===== config.mk =====
export PLATFORM = sky130hd
export DESIGN_NAME = ahb_interface
export DESIGN_NICKNAME = d
export VERILOG_FILES = /design/src/rtl/ahb_interface.sv
export SDC_FILE = /design/constraint.sdc
export NUM_CORES = 1
export LEC_CHECK = 0
export ABC_AREA = 0
export CORE_UTILIZATION = 30
export CTS_CLUSTER_DIAMETER = 150
export DETAILED_ROUTE_END_ITERATION = 8
export GPL_ROUTABILITY_DRIVEN = 0
export PLACE_DENSITY = 0.59
export SYNTH_ARGS = -nofsm -noshare
export SYNTH_HDL_FRONTEND = slang
export SYNTH_SLANG_ARGS = --single-unit

===== constraint.sdc =====
create_clock -name HCLK -period 4.4 [get_ports HCLK]
set_input_delay 0.88 -clock HCLK [delete_from_list [all_inputs] [get_ports HCLK]]
set_output_delay 0.88 -clock HCLK [all_outputs]
set_load 0.1 [all_outputs]

===== src/rtl/ahb_interface.sv =====
// ahb_interface: AHB-Lite slave front end for a NONSEQ/SEQ transfer subset.
//
// - Each active transfer latches its address phase into a one-deep register.
//   On the following edge the data phase completes and produces a
//   wr_valid or rd_valid pulse.
// - HTRANS=BUSY is treated as illegal. Malformed SEQ bursts are flagged.
// - err_count counts all error pulses and saturates.
// - err_sticky holds the OR of all error pulses until err_clr.
// - Optional macro AHB_IF_STATS_EN adds the NONSEQ/SEQ counters nonseq_cnt
//   and seq_cnt.
module ahb_interface #(
    parameter int ADDR_W = 21,
    parameter int DATA_W = 8
) (
    input  logic              HCLK,
    input  logic              HRESET,
    input  logic [ADDR_W-1:0] HADDR,
    input  logic              HWRITE,
    input  logic [1:0]        HTRANS,
    input  logic [DATA_W-1:0] HWDATA,
    input  logic              err_clr,
    output logic              wr_valid,
    output logic [ADDR_W-1:0] wr_addr,
    output logic [DATA_W-1:0] wr_data,
    output logic              rd_valid,
    output logic [ADDR_W-1:0] rd_addr,
    output logic              err_busy,
    output logic              err_seq,
    output logic              err_sticky,
    output logic [7:0]        err_count
`ifdef AHB_IF_STATS_EN
    ,
    output logic [15:0]       nonseq_cnt,
    output logic [15:0]       seq_cnt
`endif
);

    typedef enum logic [1:0] {
        TR_IDLE   = 2'b00,
        TR_BUSY   = 2'b01,
        TR_NONSEQ = 2'b10,
        TR_SEQ    = 2'b11
    } htrans_e;

    // Tracks whether the previous sampled cycle was an active transfer.
    // A SEQ is legal only when it directly follows an active transfer.
    typedef enum logic {
        ST_NOACT = 1'b0,
        ST_ACT   = 1'b1
    } burst_state_e;

    burst_state_e      r_state;
    burst_state_e      w_state_next;
    logic [ADDR_W-1:0] r_prev_addr;
    logic [ADDR_W-1:0] w_next_addr;
    logic              r_ap_valid;
    logic              r_ap_write;
    logic [ADDR_W-1:0] r_ap_addr;
    logic              w_active;
    logic              w_busy;
    logic              w_seq_err;
    logic [8:0]        w_cnt_sum;

    assign w_active    = HTRANS[1];
    assign w_next_addr = r_prev_addr + ADDR_W'(1);

    // Burst tracker state register.
    always_ff @(posedge HCLK or posedge HRESET) begin
        if (HRESET) begin
            r_state     <= ST_NOACT;
            r_prev_addr <= '0;
        end else begin
            r_state <= w_state_next;
            if (w_active) begin
                r_prev_addr <= HADDR;
            end
        end
    end

    // Next burst state and error detection for the sampled HTRANS.
    always_comb begin
        w_state_next = r_state;
        w_busy       = 1'b0;
        w_seq_err    = 1'b0;
        case (htrans_e'(HTRANS))
            TR_IDLE: begin
                w_state_next = ST_NOACT;
            end
            TR_BUSY: begin
                w_state_next = ST_NOACT;
                w_busy       = 1'b1;
            end
            TR_NONSEQ: begin
                w_state_next = ST_ACT;
            end
            TR_SEQ: begin
                w_state_next = ST_ACT;
                w_seq_err    = (r_state != ST_ACT) || (HADDR != w_next_addr);
            end
            default: begin
                w_state_next = ST_NOACT;
            end
        endcase
    end

    // One-deep address-phase register. BUSY and IDLE latch nothing.
    always_ff @(posedge HCLK or posedge HRESET) begin
        if (HRESET) begin
            r_ap_valid <= 1'b0;
            r_ap_write <= 1'b0;
            r_ap_addr  <= '0;
        end else begin
            r_ap_valid <= w_active;
            if (w_active) begin
                r_ap_write <= HWRITE;
                r_ap_addr  <= HADDR;
            end
        end
    end

    // Data phase completes one edge after the address phase.
    always_ff @(posedge HCLK or posedge HRESET) begin
        if (HRESET) begin
            wr_valid <= 1'b0;
            wr_addr  <= '0;
            wr_data  <= '0;
            rd_valid <= 1'b0;
            rd_addr  <= '0;
        end else begin
            wr_valid <= r_ap_valid && r_ap_write;
            rd_valid <= r_ap_valid && !r_ap_write;
            if (r_ap_valid && r_ap_write) begin
                wr_addr <= r_ap_addr;
                wr_data <= HWDATA;
            end
            if (r_ap_valid && !r_ap_write) begin
                rd_addr <= r_ap_addr;
            end
        end
    end

    assign w_cnt_sum = {1'b0, err_count} + 9'(w_busy) + 9'(w_seq_err);

    // Error pulses, saturating error count, and sticky flag.
    // When an error and err_clr coincide, the set takes priority.
    always_ff @(posedge HCLK or posedge HRESET) begin
        if (HRESET) begin
            err_busy   <= 1'b0;
            err_seq    <= 1'b0;
            err_sticky <= 1'b0;
            err_count  <= '0;
        end else begin
            err_busy  <= w_busy;
            err_seq   <= w_seq_err;
            err_count <= w_cnt_sum[8] ? 8'hFF : w_cnt_sum[7:0];
            if (w_busy || w_seq_err) begin
                err_sticky <= 1'b1;
            end else if (err_clr) begin
                err_sticky <= 1'b0;
            end
        end
    end

`ifdef AHB_IF_STATS_EN
    // Wrapping counters of sampled NONSEQ and SEQ transfers.
    always_ff @(posedge HCLK or posedge HRESET) begin
        if (HRESET) begin
            nonseq_cnt <= '0;
            seq_cnt    <= '0;
        end else begin
            if (HTRANS == TR_NONSEQ) begin
                nonseq_cnt <= nonseq_cnt + 16'd1;
            end
            if (HTRANS == TR_SEQ) begin
                seq_cnt <= seq_cnt + 16'd1;
            end
        end
    end
`endif

endmodule


After elaboration in Yosys (flattened, before gate mapping):

Index checks and enable logic that the tools add are counted.

* output and inout bits: 63
* word-level logic and storage cells: 36
* flip-flop bits (word level): 87

* equal/unequal tests: 4
* muxes and demuxes: 6
* bitwise logic cells: 1
* add/sub/neg operators: 3
* reductions and logical operators: 9

Operators by type and width (number)
* adder 21 x 1 -> 21 bit (second input constant): 1
* != test 21 bit: 1
* adder 8 x 1 -> 9 bit: 1
* adder 9 x 1 -> 9 bit: 1
* two-way mux 8 bit: 1
* == test 2 bit (second input constant): 2
* two-way mux 1 bit: 4
* OR reduction 2 bit: 2
* == test 2 x 1 -> 1 bit (second input constant): 1
* logical AND 1 bit: 2
* logical NOT 2 bit: 1
* logical OR 1 bit: 2
* one-hot mux 1 bit (2 select lines): 1
* nonzero test 2 bit: 1
* logical NOT 1 bit: 1
* NOT 1 bit: 1

Logic depth before layout (Yosys ltp):

* depth in word-level cells: 6
* depth in mapped cells: 15

Worst setup path before layout:

OpenSTA, ideal clock, no wires.

* path type: input to register
* from: input HADDR[16]
* to: register err_count[1]
* stages: 13
* data arrival time: 3.053 ns
* setup time: 0.076 ns
* required time: 4.324 ns
* buffers on the path: 0
* setup slack: 1.270 ns
* path through: xor2_1 -> nor4_2 -> a31oi_1 -> nor4_2 -> a211oi_2 -> o41ai_2 -> or2_1 -> fa_1 -> inv_1 -> ha_1 -> and2_1 -> nand3_1 -> nand2b_1

* word-level cells in the longest chain between the ends: 5

RTL lines
* start, declared: RTL line 17 `input logic [ADDR_W-1:0] HADDR,`
* != test 21 bit: RTL line 98 `w_seq_err = (r_state != ST_ACT) || (HADDR != w_next_addr);`
* logical OR 1 bit: RTL line 98
* two-way mux 1 bit: RTL line 85 `case (htrans_e'(HTRANS))`
* adder 9 x 1 -> 9 bit: RTL line 142 `assign w_cnt_sum = {1'b0, err_count} + 9'(w_busy) + 9'(w_seq_err);`
* two-way mux 8 bit: RTL line 155 `err_count <= w_cnt_sum[8] ? 8'hFF : w_cnt_sum[7:0];`
* end signal, assigned: RTL line 155
* end, declared: RTL line 30 `output logic [7:0] err_count`

Every way passes these cells.
A chain may end at the register's enable or synchronous reset.

Final worst setup path:

* from: input HADDR[2]
* to: register err_count[5]

Same word-level chain as after synthesis.

==> results.txt <==
The flow ran to the end, and the final reports show no timing, DRC or antenna violations. The die outline area was 14200 µm². The number of cells on the worst reg-to-reg path is 15. The run gives 0.35 ns as the insertion delay of the later-clocked pin in the worst-skew pair. The tools report the minimum setup slack among reg-to-reg paths as 0.84 ns. Summed over all nets, the half-perimeter wirelength after detailed placement is 6530 µm. For the final sum of negative setup slack, the log shows 0 ns. For met1 alone, demand over resource in global routing was 17.7%.

The quantity of I/O buffers inserted on ports is 97. Leading cell type by number of instances after synthesis: sky130_fd_sc_hd__dfrtp_1. TritonCTS built the clock tree. Setup repair after global routing left no endpoint under its margin. Global routing used 14.1% of the available tracks.

The tools report the number of antenna violations at the first check in global routing as 0. Setup slack closes at 0.702 ns. Launching instance or port of the critical path: HADDR[2]. Timing analysis after detailed placement gives a worst setup slack of 0.285 ns.

The dominant cell type by area after synthesis was sky130_fd_sc_hd__dfrtp_1. The tools report the warning count from the yosys run as 0. The total area inside the core boundary comes to 13300 µm².

The run gives 48 as the number of distinct library cells after synthesis. Number of hold violations in the final report: 0. The initialized floorplan defines 42 standard-cell rows. The cell sitting at the root of the clock tree is a sky130_fd_sc_hd__clkbuf_16. Setup violations remaining at the end of the flow were counted as 0. The number of synthesized flops with an enable pin came out at 0. Number of cells on the worst hold path: 1.

Synthesis produced 327 cells. The relative contribution of the clock network to total power is 22.4%. The final critical path takes up 84.1% of the cycle. In this run the cell area of the synthesized design comes to 4130 µm². In this run, post-CTS hold repair placed 0 buffers.

The synthesized net count was 365; the reported leakage power was 0.00226 µW. STA classifies the critical path startpoint as an input port. Buffers inserted during clock tree synthesis total 9. During I/O placement, the number of pins put on the boundary was 98. The placed cell area is 5270 µm², and the final cell area excluding filler cells is 5580 µm². The share of total power dissipated in sequential elements is 30.4%. The detail route stage leaves a number of antenna-violating nets equal to 0. The wire length of the first global-routing pass was 15300 µm; the number of max-capacitance violations reported was 0.

The routed design has 9170 µm of wire. The run gives 4 as the first-pass iteration count of the detailed router. In this run the most critical hold path is launched from wr_addr[8]. The mean instance size in the synthesized netlist works out to 12.6 µm². Using the TritonRoute via totals, the vias-per-cell ratio works out to 4.72. The floorplan die width works out to 119 µm. The detailed-route wire length per cell was 15.2 µm. The tools report the worst reg2reg path endpoint as err_count[5]. Critical path class: input port to flip-flop. The path type of the worst min-delay path is flip-flop to flip-flop. The internal power of the cells totals 1890 µW. For the effective utilization at floorplan, the log shows 31.0%.

In this run the worst path has a maximum fanout of 6. Synthesis inferred 87 register bits. The clock passes through at most 2 buffers.

Entering global routing, the biggest net connects 88 pins. The tools report the worst slew slack as a fraction of its limit as 27.6%. The tools report the type of element capturing the critical path as a flip-flop. The H-tree generated during clock tree synthesis spans 3 levels.

For the pin with the worst max-slew slack, the measured transition is 1.09 ns. Power spread over the standard cell area amounts to 647 nW/µm². After global routing the overflow that remains totals 0. Of the post-synthesis cell area, the dominant cell type holds 52.7%.

The path with the worst hold slack has its endpoint at wr_addr[8]. The number of nets in the final layout was 460; the via count of the first global-routing pass was 2934. The share of async-settable or async-resettable flops after synthesis came out at 100%.

For the met3 track demand over resource in global routing, the log shows 4.60%. In the global route stage, met2 resource usage came out at 22.3%. Number of DRC violations after detailed-routing iteration 0: 98. Total power for the finished layout comes to 3610 µW.

Busiest layer in global routing: met2. The share of cells above drive strength 1 was 24.8%. The run gives 47.2% as the power share of the combinational group. The startpoint identified for the worst register-to-register timing path is r_ap_addr[0]. For the finished layout, the period the worst path requires is 3.70 ns. The commonest cells after synthesis are sky130_fd_sc_hd__dfrtp_1, sky130_fd_sc_hd__mux2_2, sky130_fd_sc_hd__nand2_1, sky130_fd_sc_hd__xor2_1, sky130_fd_sc_hd__xnor2_1. Net switching is 47.6% of the power.

The logs give 0 for the final count of pins violating max slew and 52.7% for the sequential area share after synthesis. The most used flip-flop cell after synthesis was sky130_fd_sc_hd__dfrtp_1. The relative area change from synthesis to final layout is 35.1%, and the height of the die is 119 µm. Yosys attributes the largest share of cell area to sky130_fd_sc_hd__dfrtp_1, sky130_fd_sc_hd__mux2_2, sky130_fd_sc_hd__xor2_1. Fill cells in the final layout number 1310. Timing would allow up to 270 MHz.

Across all layers, the routed design uses 2847 vias. The number of buffers inserted to repair setup after CTS was 0. Clock-pin slew was measured on the worst setup and hold paths at 0.06 ns. Data on the critical path is required at its endpoint by 4.62 ns. Gates resized during post-CTS repair numbered 0. Number of sinks handled by clock tree synthesis: 87. The switching power of the nets is 1720 µW.

The logs give 0 for the count of antenna diodes in the layout and 0 for the residual DRC count. IR analysis of the VDD net gives a maximum drop of 451 µV. The post-route clock skew was 0.00830 ns; the data arrival time of the critical path was 3.92 ns.
cell usage in the layout (no fill, tap or decap), types with 2 or more instances in the layout:
master	count
sky130_fd_sc_hd__nand2_1	19
sky130_fd_sc_hd__dfrtp_1	87
sky130_fd_sc_hd__nand2b_1	5
sky130_fd_sc_hd__bufinv_16	2
sky130_fd_sc_hd__buf_4	4
sky130_fd_sc_hd__nor3_1	5
sky130_fd_sc_hd__and3_1	4
sky130_fd_sc_hd__nand4_1	6
sky130_fd_sc_hd__xnor2_1	15
sky130_fd_sc_hd__clkbuf_16	9
sky130_fd_sc_hd__ha_1	2
sky130_fd_sc_hd__a31oi_1	2
sky130_fd_sc_hd__mux2_2	71
sky130_fd_sc_hd__nor2_1	9
sky130_fd_sc_hd__a21oi_1	4
sky130_fd_sc_hd__nand4_4	2
sky130_fd_sc_hd__nand3_1	11
sky130_fd_sc_hd__o21ai_0	6
sky130_fd_sc_hd__inv_1	8
sky130_fd_sc_hd__nand3_2	2
sky130_fd_sc_hd__xor2_1	16
sky130_fd_sc_hd__and2_1	2
sky130_fd_sc_hd__clkinv_2	2
sky130_fd_sc_hd__and4_1	4
sky130_fd_sc_hd__clkinvlp_4	2
sky130_fd_sc_hd__clkdlybuf4s50_1	97
sky130_fd_sc_hd__nor4_1	2
sky130_fd_sc_hd__o21ai_1	3
sky130_fd_sc_hd__nor4_2	3
worst max path at each step:
| stage | to | slack [ns] | cells past startpoint |
|---|---|---|---|
| 6_report | err_count[5] | 0.70 | 15 |
| 3_5_place_dp | err_count[5] | 0.28 | 15 |
| 4_1_cts | err_count[5] | 0.67 | 15 |
| 3_3_place_gp | err_count[1] | 0.33 | 15 |
| 5_1_grt | err_count[5] | 0.34 | 15 |
| 2_1_floorplan | err_busy | 1.27 | 1 |
metal layers:
layer	vias up	routed length, µm	share of wire, %
li1	1344	-	-
met3	11	564	6.2
met5	-	0	0
met2	67	4380	48
met1	1425	4060	44
met4	0	172	1.9
power by group through the flow:
| stage | clock (µW) | combinational, µW | sequential (µW) |
|---|---|---|---|
| after detailed placement | 0 | 1720 | 1110 |
| after global placement | 0 | 1710 | 1100 |
| after global routing | 855 | 1770 | 1130 |
| after CTS | 830 | 1720 | 1100 |
| after floorplan | 0 | 300 | 2110 |
| final | 808 | 1710 | 1100 |
registers in the layout, summed over array words and instances, names as in the netlist, 8 cells and up:
name       flops
err_count      8
rd_addr       21
wr_data        8
r_ap_addr     21
wr_addr       21
cell type report:
class	count	area (µm²)	share of cell area, %
Multi-Input combinational cell	214	1830	32.9
Sequential cell	87	2180	39.0
Tap cell	176	220	3.94
Timing Repair Buffer	101	1000	17.9
Clock buffer	10	229	4.10
Inverter	9	36.3	0.650
Clock inverter	6	85.1	1.52
cell families after synthesis:
kind of cell             synth area share, %
flip-flops                              52.7
AND/OR/NAND/NOR                         12.7
AO/OA/AOI/OAI                           3.94
XOR/XNOR                                6.97
multiplexers                            19.6
buffers and inverters                   2.97
adder cells (fa/ha/maj)                 1.09
through the flow:
stage / hold slack [ns] / utilization (%) / instances
2_1_floorplan: 0.504 / - / 327
3_3_place_gp: 0.469 / 39.5 / 587
3_5_place_dp: 0.485 / 39.5 / 587
4_1_cts: 0.508 / 41.8 / 603
5_1_grt: 0.512 / 41.8 / 603
6_report: 0.505 / 41.8 / 603
critical path, stage by stage:
cell	delay [ns]
sky130_fd_sc_hd__clkdlybuf4s50_1	0.46
sky130_fd_sc_hd__nand2b_1	0.18
sky130_fd_sc_hd__o21ai_0	0.15
sky130_fd_sc_hd__a211oi_1	0.09
sky130_fd_sc_hd__a2111oi_0	0.40
sky130_fd_sc_hd__buf_4	0.17
sky130_fd_sc_hd__nand4bb_1	0.11
sky130_fd_sc_hd__o41ai_2	0.38
sky130_fd_sc_hd__or2_1	0.18
sky130_fd_sc_hd__fa_1	0.19
sky130_fd_sc_hd__inv_1	0.05
sky130_fd_sc_hd__ha_1	0.23
sky130_fd_sc_hd__and2_1	0.17
sky130_fd_sc_hd__nand3_1	0.19
sky130_fd_sc_hd__nand2_1	0.09
(Power assumes the default switching activity.)
==> RTL change: new RTL, same settings <==
The parameter `DATA_W` goes from 8 to 6.
--- a/src/rtl/ahb_interface.sv
+++ b/src/rtl/ahb_interface.sv
@@ -11,5 +11,5 @@
 module ahb_interface #(
     parameter int ADDR_W = 21,
-    parameter int DATA_W = 8
+    parameter int DATA_W = 6
 ) (
     input  logic              HCLK,
Interface: changed (resized HWDATA and wr_data); port bits go from 98 to 94. No check against the original RTL was run, so the function may have changed too.
==> RTL change against the original RTL <==
Critical path type is now reg2reg; count of clock-buffer cells in the layout increased by 1; die area decreased by 3.0%; area after synthesis decreased by 3.1%; sequential cell count decreased by 2; wire length decreased by 0.94%; setup slack improved by 10 ps; first-iteration DRC count decreased by 3.1%; total power decreased by 3.7%; design area decreased by 3.3%.
==> RTL change: results <==
<?xml version="1.0" encoding="UTF-8"?>
<metrics>
  <group name="status">
    <metric name="status" unit="">finished, final reports clean</metric>
  </group>
  <group name="placed_design">
    <metric name="place.port_buffers" unit="">93</metric>
    <metric name="placed_cells_incl_taps" unit="">582</metric>
    <metric name="dp_hpwl" unit="um">6490</metric>
  </group>
  <group name="power_and_ir_drop">
    <metric name="p_leak" unit="nW">2.21</metric>
    <metric name="power_report.internal_total" unit="mW">1.81</metric>
    <metric name="clk_pwr_share" unit="">0.216</metric>
    <metric name="worst_ir_drop_vdd" unit="mV">0.332</metric>
    <metric name="switching_share" unit="">0.478</metric>
  </group>
  <group name="route">
    <metric name="vias_per_cell" unit="">4.75</metric>
    <metric name="wl" unit="um">9080</metric>
    <metric name="dr.first_iter.drc_count" unit="">95</metric>
    <metric name="routed_wire_length_per_instance" unit="um">15.2</metric>
  </group>
  <group name="logic_synthesis">
    <metric name="synth_common_cells" unit="">sky130_fd_sc_hd__dfrtp_1 (85), sky130_fd_sc_hd__mux2_2 (66), sky130_fd_sc_hd__nand2_1 (24)</metric>
    <metric name="cell_count_after_synthesis" unit="">329</metric>
    <metric name="ys_async_sr_fraction" unit="">1.00</metric>
    <metric name="top_post_synthesis_cells_by_area" unit="">sky130_fd_sc_hd__dfrtp_1 (53%), sky130_fd_sc_hd__mux2_2 (19%), sky130_fd_sc_hd__xor2_1 (3.7%), sky130_fd_sc_hd__xnor2_1 (2.6%), sky130_fd_sc_hd__nand2_1 (2.3%)</metric>
    <metric name="post_synth_num_cell_types" unit="">51</metric>
    <metric name="seq_area_frac_synth" unit="">0.531</metric>
  </group>
  <group name="critical_path">
    <metric name="arrival" unit="ps">3910</metric>
    <metric name="worst_path_maximum_fanout" unit="">8</metric>
    <metric name="ff2ff_path_depth" unit="">14</metric>
  </group>
  <group name="global_route">
    <metric name="number_of_global_route_vias_before_repair" unit="">3019</metric>
    <metric name="met1_grt_util" unit="">0.177</metric>
    <metric name="grt_use_met3" unit="">0.0373</metric>
    <metric name="largest_net_degree_at_the_start_of_global_routing" unit="">86</metric>
    <metric name="groute.usage.overall" unit="">0.140</metric>
    <metric name="grt_pass1_wl" unit="um">15200</metric>
    <metric name="grt_use_met2" unit="">0.224</metric>
  </group>
  <group name="timing">
    <metric name="worst_pin_slew" unit="ps">1050</metric>
    <metric name="fin_worst_skew" unit="ps">5.19</metric>
  </group>
  <group name="cells_and_area">
    <metric name="drive_gt1_frac" unit="">0.223</metric>
    <metric name="layout.nets" unit="">457</metric>
    <metric name="antenna_cells" unit="">0</metric>
    <metric name="n_fill_cell" unit="">1270</metric>
  </group>
  <group name="hold_path">
    <metric name="min_path_cells" unit="">2</metric>
  </group>
</metrics>
-- RTL change: cell count changes after synthesis, moves of 3 or more --
cell and change:
sky130_fd_sc_hd__mux2_2 -5, sky130_fd_sc_hd__nand2_1 +5, sky130_fd_sc_hd__nor2_1 +4, sky130_fd_sc_hd__nor2b_1 +3
sky130_fd_sc_hd__o21ai_0 +3, sky130_fd_sc_hd__xnor2_1 -3
-- RTL change: worst paths after layout --
check / from / end / slack (ps)
max: r_ap_addr[0]$_DFFE_PP0P_ / err_count[2]$_DFF_PP0_ / 710
min in group asynchronous: HRESET / rd_addr[0]$_DFFE_PP0P_ / 1150
min reg2reg: wr_addr[14]$_DFFE_PP0P_ / wr_addr[14]$_DFFE_PP0P_ / 480
min: wr_addr[14]$_DFFE_PP0P_ / wr_addr[14]$_DFFE_PP0P_ / 480
max reg2reg: r_ap_addr[0]$_DFFE_PP0P_ / err_count[2]$_DFF_PP0_ / 710
max in group asynchronous: HRESET / wr_addr[15]$_DFFE_PP0P_ / 2570
-- RTL change: cells by family after synthesis --
logic type               synth area share
AO/OA/AOI/OAI                      0.0488
XOR/XNOR                           0.0634
adder cells (fa/ha/maj)            0.0112
buffers and inverters              0.0262
flip-flops                          0.531
multiplexers                        0.193
AND/OR/NAND/NOR                     0.126
-- RTL change: metal layers --
layer | up-vias | share of wire
met3 | 14 | 0.043
met2 | 70 | 0.48
met5 | - | 0
li1 | 1347 | -
met4 | 0 | 0.021
met1 | 1412 | 0.46
-- RTL change: per-stage QoR --
stage / area [um2] / worst slack, ps
floorplan: 4000 / 1210
detailed placement: 5110 / 371
CTS: 5400 / 645
global placement: 5110 / 458
global route: 5400 / 345
finish: 5400 / 712
-- RTL change: cell type report --
class	count	area (um2)	area share
Clock inverter	5	50.0	0.00927
Clock buffer	11	243	0.0450
Multi-Input combinational cell	220	1770	0.329
Inverter	9	36.3	0.00672
Sequential cell	85	2130	0.394
Tap cell	172	215	0.0399
Timing Repair Buffer	96	953	0.177
-- RTL change: worst max-delay path, stage by stage, from the launching register on --
cell	delay [ps]
sky130_fd_sc_hd__dfrtp_1	490
sky130_fd_sc_hd__ha_1	300
sky130_fd_sc_hd__nand3_1	280
sky130_fd_sc_hd__or2_1	370
sky130_fd_sc_hd__nor2_1	170
sky130_fd_sc_hd__o21ai_1	90
sky130_fd_sc_hd__or4b_1	510
sky130_fd_sc_hd__nor4_2	240
sky130_fd_sc_hd__a21o_1	180
sky130_fd_sc_hd__fa_1	190
sky130_fd_sc_hd__inv_1	50
sky130_fd_sc_hd__ha_1	230
sky130_fd_sc_hd__and2_1	170
sky130_fd_sc_hd__nand3_1	200
sky130_fd_sc_hd__nand2_1	90
